$ cat src/rtl/runner_ctrl.sv
// rtl/runner_ctrl.sv - player run/jump/fall physics and wall-collision control for the terrain runner
module runner_ctrl #(
    parameter int PX     = 96,
    parameter int PW     = 16,
    parameter int BASE_Y = 350,
    parameter int JUMP_V = 12,
    parameter int GRAV   = 1,
    parameter int VMAX   = 15
) (
    input  logic       clk,
    input  logic       reset,
    input  logic       tick,
    input  logic       start,
    input  logic       jump,
    input  logic [9:0] x_1,
    input  logic [6:0] left_height,
    input  logic [6:0] height_1,
    input  logic [6:0] height_2,
    input  logic [6:0] height_3,
    output logic [8:0] player_y,
    output logic [1:0] state,
    output logic       jumping,
    output logic       game_over
);

    localparam logic [1:0] S_IDLE = 2'd0;
    localparam logic [1:0] S_RUN  = 2'd1;
    localparam logic [1:0] S_AIR  = 2'd2;
    localparam logic [1:0] S_DEAD = 2'd3;

    localparam logic [10:0] P_BACK  = 11'(PX);
    localparam logic [10:0] P_FRONT = 11'(PX + PW - 1);
    localparam logic [8:0]  Y_RESET = 9'(BASE_Y - 10);
    localparam logic [8:0]  Y_BASE  = 9'(BASE_Y);

    localparam logic signed [5:0] V_JUMP = 6'(GRAV - JUMP_V);
    localparam logic signed [5:0] V_GRAV = 6'(GRAV);
    localparam logic signed [5:0] V_MAX  = 6'(VMAX);

    // Column lookup in 11 bits so x_1+128 never wraps.
    function automatic logic [6:0] lookup(
        input logic [10:0] p,
        input logic [9:0]  x1,
        input logic [6:0]  hl,
        input logic [6:0]  h1,
        input logic [6:0]  h2,
        input logic [6:0]  h3
    );
        logic [10:0] x1w;
        x1w = {1'b0, x1};
        if (p < x1w)
            lookup = hl;
        else if (p < x1w + 11'd64)
            lookup = h1;
        else if (p < x1w + 11'd128)
            lookup = h2;
        else
            lookup = h3;
    endfunction

    logic              jump_s1;
    logic              jump_s2;
    logic              jump_prev;
    logic              jump_pending;
    logic              jump_rise;
    logic              jump_req;
    logic signed [5:0] vel;

    logic [6:0]        hb;
    logic [6:0]        hf;
    logic [6:0]        hmax;
    logic [8:0]        front_top;
    logic [8:0]        support_top;
    logic signed [9:0] ny_raw;
    logic [8:0]        ny;
    logic signed [5:0] vel_inc;
    logic signed [5:0] vel_next;

    always_comb begin
        hb          = lookup(P_BACK,  x_1, left_height, height_1, height_2, height_3);
        hf          = lookup(P_FRONT, x_1, left_height, height_1, height_2, height_3);
        hmax        = (hb > hf) ? hb : hf;
        front_top   = Y_BASE - {2'b00, hf};
        support_top = Y_BASE - {2'b00, hmax};
    end

    // Falling step: ny saturates at the top of the screen.
    always_comb begin
        ny_raw   = $signed({1'b0, player_y}) + {{4{vel[5]}}, vel};
        ny       = ny_raw[9] ? 9'd0 : ny_raw[8:0];
        vel_inc  = vel + V_GRAV;
        vel_next = (vel_inc > V_MAX) ? V_MAX : vel_inc;
    end

    assign jump_rise = jump_s2 & ~jump_prev;
    // An edge arriving in the tick cycle itself is consumed by that tick.
    assign jump_req  = jump_pending | jump_rise;

    always_ff @(posedge clk or negedge reset) begin
        if (!reset) begin
            jump_s1      <= 1'b0;
            jump_s2      <= 1'b0;
            jump_prev    <= 1'b0;
            jump_pending <= 1'b0;
            state        <= S_IDLE;
            player_y     <= Y_RESET;
            vel          <= 6'sd0;
        end else begin
            jump_s1   <= jump;
            jump_s2   <= jump_s1;
            jump_prev <= jump_s2;

            if (tick)
                jump_pending <= 1'b0;
            else if (jump_rise)
                jump_pending <= 1'b1;

            if (!start) begin
                state    <= S_IDLE;
                vel      <= 6'sd0;
                player_y <= support_top;
            end else if (tick) begin
                case (state)
                    S_IDLE: begin
                        state    <= S_RUN;
                        player_y <= support_top;
                    end
                    S_RUN: begin
                        if (front_top < player_y) begin
                            state <= S_DEAD;
                        end else if (jump_req) begin
                            state    <= S_AIR;
                            player_y <= player_y - 9'(JUMP_V);
                            vel      <= V_JUMP;
                        end else if (support_top > player_y) begin
                            state <= S_AIR;
                            vel   <= 6'sd0;
                        end else begin
                            player_y <= support_top;
                        end
                    end
                    S_AIR: begin
                        if (!vel[5] && (ny >= support_top)) begin
                            state    <= S_RUN;
                            player_y <= support_top;
                            vel      <= 6'sd0;
                        end else if (front_top < ny) begin
                            state <= S_DEAD;
                        end else begin
                            player_y <= ny;
                            vel      <= vel_next;
                        end
                    end
                    default: begin
                        state <= S_DEAD;
                    end
                endcase
            end
        end
    end

    assign jumping   = (state == S_AIR);
    assign game_over = (state == S_DEAD);

endmodule

$ cat config.mk
export PLATFORM = sky130hd
export DESIGN_NAME = runner_ctrl
export DESIGN_NICKNAME = d
export VERILOG_FILES = /design/src/rtl/runner_ctrl.sv
export SDC_FILE = /design/constraint.sdc
export NUM_CORES = 1
export LEC_CHECK = 0
export ABC_AREA = 1
export BUFFER_PORTS_ARGS = -buffer_cell sky130_fd_sc_hd__buf_2
export CORE_ASPECT_RATIO = 1.75
export CORE_UTILIZATION = 60
export CTS_BUF_LIST = sky130_fd_sc_hd__clkbuf_8
export DETAILED_ROUTE_END_ITERATION = 16
export HOLD_SLACK_MARGIN = 0.05
export PLACE_DENSITY = 0.79
export REMOVE_ABC_BUFFERS = 1
export SYNTH_ARGS = -nofsm -noshare
export SYNTH_HDL_FRONTEND = slang
export SYNTH_SLANG_ARGS = --single-unit
$ cat constraint.sdc
create_clock -name clk -period 7.5 [get_ports clk]
set_clock_uncertainty 0.2 [all_clocks]
set_input_delay 1.125 -clock clk [delete_from_list [all_inputs] [get_ports clk]]
set_output_delay 1.125 -clock clk [all_outputs]
set_load 0.05 [all_outputs]
Word-level counts from Yosys, hierarchy flattened
Cells that the tools add are included.

Register bits after elaboration: 21. Bits of input ports: 43. Output and inout bits: 13. Word-level logic and storage cells: 83.

Add/subtract/negate cells: 7. Order comparisons: 12. Eq/ne operators: 12. Mux-type cells: 35. Bitwise operators: 3. Reduce and logical (&&, ||, !) cells: 7.

Operator list (count): 9-bit 2-to-1 mux (8); 7-bit 2-to-1 mux (7); 6-bit 2-to-1 mux (8); 7-bit by 11-bit less-than comparator with 1-bit output, first input constant (4); 9-bit case mux with 3 select lines (1); 7-bit by 10-bit less-than comparator with 1-bit output, first input constant (2); 9-bit less-than comparator (2); 9-bit by 7-bit subtractor with 9-bit output, first input constant (2); 2-bit 2-to-1 mux (7); 4-bit inequality test, second input constant (3); 6-bit case mux with 2 select lines (1); 10-bit by 7-bit adder with 11-bit output, second input constant (1); 10-bit by 8-bit adder with 11-bit output, second input constant (1); 9-bit by 10-bit adder with 10-bit output (1); 5-bit AND reduction (2); 9-bit >= comparator (1); 9-bit > comparator (1); 9-bit by 4-bit subtractor with 9-bit output, second input constant (1); 7-bit > comparator (1); 6-bit by 2-bit adder with 6-bit output, second input constant (1); 6-bit by 5-bit > comparator with 1-bit output, second input constant (1); 2-bit case mux with 3 select lines (1); 5-bit inequality test, second input constant (1); 2-bit equality test, second input constant (2); 15 further kinds (16).

Longest topological paths before layout
Depth after elaboration: 15. Mapped depth: 40. Gate-level depth less buffers: 40.

Worst setup path after synthesis
Ideal clock, no wire load.

Path type: input-to-reg. From: input port x_1[6]. To: register player_y[7]. Library setup time: 0.118 ns. Data arrival time: 5.669 ns. Required time: 7.182 ns. Slack: 1.513 ns. Cell stages on the path: 36. Buffers on the path: 1. Cell sequence: inv_1 ha_1 nor2_1 nand2_1 a21oi_2 nand2_2 o21ai_0 nand2_1 o21ai_0 inv_1 ha_1 a21o_1 nor2_1 nand2_1 nand2_2 inv_1 nand3_1 nand2_2 ha_1 xor2_1 inv_1 ha_1 nand2_1 nor2_1 a211oi_1 o21a_1 o21ai_0 a21oi_1 o21bai_1 o41ai_1 nor3_1 nor4_2 nand2_4 buf_6 nand2_1 nand2_1.

Word-level cells in the longest chain between the ends: 14. Elaborated cells on any way between the ends: 34. Classes of those cells: add/sub: 4; order compare: 11; eq/ne: 3; mux: 14; reduce/logical: 2.

RTL lines: start: declaration (RTL line 15) `input logic [9:0] x_1,`; 10-bit by 8-bit adder with 11-bit output (RTL line 55) `else if (p < x1w + 11'd128)`; 7-bit by 11-bit less-than comparator with 1-bit output (RTL line 55); 7-bit 2-to-1 mux (RTL line 55); 7-bit 2-to-1 mux (RTL line 53) `else if (p < x1w + 11'd64)`; 7-bit 2-to-1 mux (RTL line 51) `if (p < x1w)`; 7-bit > comparator (RTL line 82) `hmax = (hb > hf) ? hb : hf;`; 7-bit 2-to-1 mux (RTL line 82); 9-bit by 7-bit subtractor with 9-bit output (RTL line 84) `support_top = Y_BASE - {2'b00, hmax};`; 9-bit >= comparator or 9-bit 2-to-1 mux (tied branches) (RTL line 143, 135); 1-bit logical AND or 9-bit 2-to-1 mux (tied branches) (RTL line 143, 131); 9-bit 2-to-1 mux, on equally long branches (RTL line 143, 129); 9-bit case mux with 3 select lines (RTL line 123) `case (state)`; 9-bit 2-to-1 mux (RTL line 122) `end else if (tick) begin`; 9-bit 2-to-1 mux (RTL line 118) `if (!start) begin`; end signal: assignment (RTL line 121) `player_y <= support_top;`; end signal: assignment (RTL line 126) `player_y <= support_top;`; end signal: assignment (RTL line 145) `player_y <= support_top;`; end: declaration (RTL line 20) `output logic [8:0] player_y,`.

Parallel ways exist; a longest one is shown, timed or not. The select of a mux whose other input is x is not followed. A chain may end at the register's enable or synchronous reset.

Worst setup path after layout
From: input port x_1[6]. To: register vel[5].

Word-level cells in the longest chain between the ends: 14. Elaborated cells on any way between the ends: 31. Classes of those cells: add/sub: 4; order compare: 11; eq/ne: 3; mux: 11; reduce/logical: 2.

RTL lines: 10-bit by 8-bit adder with 11-bit output (RTL line 55); 7-bit by 11-bit less-than comparator with 1-bit output (RTL line 55); 7-bit 2-to-1 mux (RTL line 55); 7-bit 2-to-1 mux (RTL line 53); 7-bit 2-to-1 mux (RTL line 51); 7-bit > comparator (RTL line 82); 7-bit 2-to-1 mux (RTL line 82); 9-bit by 7-bit subtractor with 9-bit output (RTL line 84); 9-bit >= comparator (RTL line 143) `if (!vel[5] && (ny >= support_top)) begin`; 1-bit logical AND (RTL line 143); 6-bit 2-to-1 mux (RTL line 143); 6-bit case mux with 2 select lines (RTL line 123); 6-bit 2-to-1 mux (RTL line 122); 6-bit 2-to-1 mux (RTL line 118); end signal: assignment (RTL line 151) `vel <= vel_next;`; end: declaration (RTL line 67) `logic signed [5:0] vel;`.

Parallel ways exist; a longest one is shown, timed or not. The select of a mux whose other input is x is not followed.

==> summary.md <==
| Metric | Value |
|---|---|
| Routed wire length per instance | 14.5 um |
| CTS resizes | 0 |
| Share of layout cells above drive strength 1 | 0.135 |
| Layout area overhead | 9.24% |
| Number of port buffers | 48 |
| Leak | 0.00251 uW |
| Syn Area/Cell | 6.08 um^2 |
| Final hold violations | 0 |
| Post-DP HPWL | 9530 um |
| MaxCap Viol Count | 0 |
| Core area | 6280 um^2 |
| Share of the synthesized area in the top cell type | 0.190 |
| Largest net degree at the start of global routing | 22 |
| Flop pwr share | 0.144 |
| CTS root buf | clkbuf_8 |
| WL met2 | 5960 um |
| H-tree depth | 1 |
| Setup bufs post-CTS | 0 |
| # diodes | 0 |
| Ports | 56 |
| DR vias | 4378 |
| CP Max Fanout | 8 |
| Final period util | 0.906 |
| Top post-synthesis cells by area | ha_1 19%, nand2_1 19%, dfrtp_1 11% |
| Yosys warning total | 0 |
| Combinational power share | 0.812 |
| Critical Path RT | 7510 ps |
| Vias in the first global route | 4242 |
| Clock power share | 0.044 |
| Setup_tns | 0 ps |
| DRC | 0 |
| Outcome | finished clean |
| PwrDens | 400 nW/um^2 |
| Worst skew pair latency | 270 ps |
| Clock sink count | 21 |
| Post-Syn Area | 3950 um^2 |
| CTS tree | yes |
| Gr usage total | 0.342 |
| Net Sw Frac | 0.619 |
| WP data arrival | 6800 ps |
| CTS max path bufs | 2 |
| Count of pins over their slew limit | 0 |
| Yosys reg bits | 21 |
| Fin Hold WS | 152 ps |
| Crit path capture type | register |
| Layout Nets | 802 |
| Final design utilization | 0.688 |
| Asr flop ratio synth | 1.00 |
| Cell area after layout | 4320 um^2 |
| CP Launch Type | primary input |
| Area of the die | 6930 um^2 |
| Slew @ Worst Pin | 935 ps |
| GR Overflow Total | 0 |
| Row Count | 38 |
| Hold Crit Class | register to register |
| Switching Power | 1070 uW |
| Antenna violations before repair | 0 |
| Synth Instances | 650 |
| Number of CTS-inserted buffers | 3 |
| Min Clock Period, post-route | 6790 ps |
| Slew margin rel. | 0.376 |
| Largest stage delay on the critical path | 310 ps |
| Clock-pin transition on the worst setup and hold timing paths | 80 ps |
| Die span in x | 63.4 um |
| Internal power | 658 uW |
| Routed WL | 11300 um |
| Vias per cell | 5.63 |
| Most used cell, CP | nand2_1 |
| Crit path kind | primary input to register |
| Placed Area | 4270 um^2 |
| Starting density of the core | 0.630 |
| Die Y | 109 um |
| RD Place Congestion | 0.939 |
| RSZ-0062 raised after global routing | false |
| Synth unique cells | 48 |
| Initial DRC Count | 255 |
| Cts hold-fix bufs | 0 |
| Sequential fraction of the synthesis area | 0.134 |
| Met3 WL | 429 um |
| Routed Antenna Nets | 0 |
| Fmax | 147 MHz |
| Max IR drop VDD | 0.197 mV |
| First-pass GRT wire length | 18400 um |
| First-pass DRT Iterations | 8 |
| Synth Flop Type | dfrtp_1 |
| EDFF count, synth | 0 |
| Dominant cell type by area after synthesis | ha_1 |
| Endpoints failing setup | 0 |
| Top layer in use | met4 |
| Met1 wire length | 3890 um |
| Worst path slowest cell | ha_1 |
==> cells by family after synthesis <==
logic type                 Yosys count  share of synthesized area
and+or+nand+nor                    364                      0.412
buffers and inverters              112                      0.112
AOI/OAI and AO/OA                   77                      0.114
adders and majority gates           61                      0.195
DFF                                 21                      0.134
xor gates and xnor gates            15                     0.0332
==> power by group through the flow <==
stage	registers [uW]	logic [uW]	clock network [uW]
floorplan	307	948	0
global placement	244	1340	0
detailed placement	245	1380	0
CTS	244	1390	77.2
global route	251	1590	81.0
finish	248	1400	76.1
==> cell usage in the layout (no fill, tap or decap), types with 5 or more instances in the layout <==
master,netlist,routed
inv_1,99,99
buf_2,2,48
nor2_1,52,52
xor2_1,12,12
nand3_1,67,67
nand4_1,8,8
dfrtp_1,17,17
ha_1,60,60
a21oi_1,30,30
o21ai_0,23,23
buf_4,1,5
nand2_1,195,195
nor3_1,7,7
nand2_2,11,11
==> state kept, by name, indices dropped and copies added, names as in the netlist <==
name          cells
player_y          9
state             2
jump_s2           1
jump_s1           1
jump_prev         1
jump_pending      1
vel               6
==> path summary, 6_finish.rpt <==
check                                         from  slack [ps]  cells after the start                      end
max in group asynchronous                    reset        6150                      1  player_y[2]$_DFFE_PN1P_
setup reg to reg           player_y[0]$_DFFE_PN0P_        2750                     27       vel[5]$_DFFE_PN0P_
setup / recovery                            x_1[6]         710                     39       vel[5]$_DFFE_PN0P_
min in group asynchronous                    reset         600                      1       vel[5]$_DFFE_PN0P_
hold reg to reg                  jump_s1$_DFF_PN0_         150                      0        jump_s2$_DFF_PN0_
hold / removal                   jump_s1$_DFF_PN0_         150                      0        jump_s2$_DFF_PN0_
==> per-stage QoR <==
step           power, uW  worst slack (ps)  cells
2_1_floorplan       1260              1310    640
3_3_place_gp        1580               692    773
3_5_place_dp        1630               557    773
4_1_cts             1710               805    777
5_1_grt             1920               279    777
6_report            1730               707    777
==> cell usage after synthesis, types with 2 or more instances <==
cell,number
dfrtp_1,17
xnor2_1,3
nor2_1,52
xor2_1,12
o31ai_1,2
clkbuf_1,4
nand2_4,4
nand3_2,4
nand4_1,8
nor2_2,4
dfstp_2,4
o21bai_1,2
nor3_1,7
ha_1,60
buf_2,2
inv_2,3
a31oi_1,2
buf_6,2
a21oi_1,30
o21a_1,3
and2_1,2
inv_1,99
nand3b_1,3
o311ai_0,3
o21ai_1,3
o21ai_0,23
nand3_1,67
nand2_2,11
nand2_1,195
==> layout make-up <==
| class | count | area, um^2 |
|---|---|---|
| multi-input combinational | 517 | 2980 |
| fill | 614 | 1960 |
| sequential | 21 | 531 |
| inverter | 102 | 383 |
| timing repair buffer | 53 | 278 |
| tap | 80 | 100 |
| clock buffer | 3 | 41.3 |
| clock inverter | 1 | 5.00 |
==> worst max-delay path, delay by kind of cell <==
kind | cells | cell delay (ps)
AND/OR/NAND/NOR | 18 | 2150
AO/OA/AOI/OAI | 10 | 1400
adder cells (fa/ha/maj) | 4 | 1110
buffers and inverters | 6 | 810
XOR/XNOR | 1 | 210
==> layer usage <==
| metal | GRT usage | up-vias |
|---|---|---|
| met5 | 0 | - |
| met3 | 0.0207 | 61 |
| li1 | - | 2197 |
| met1 | 0.303 | 1950 |
| met4 | 0.307 | 0 |
| met2 | 0.672 | 170 |
(Power assumes the default switching activity.)
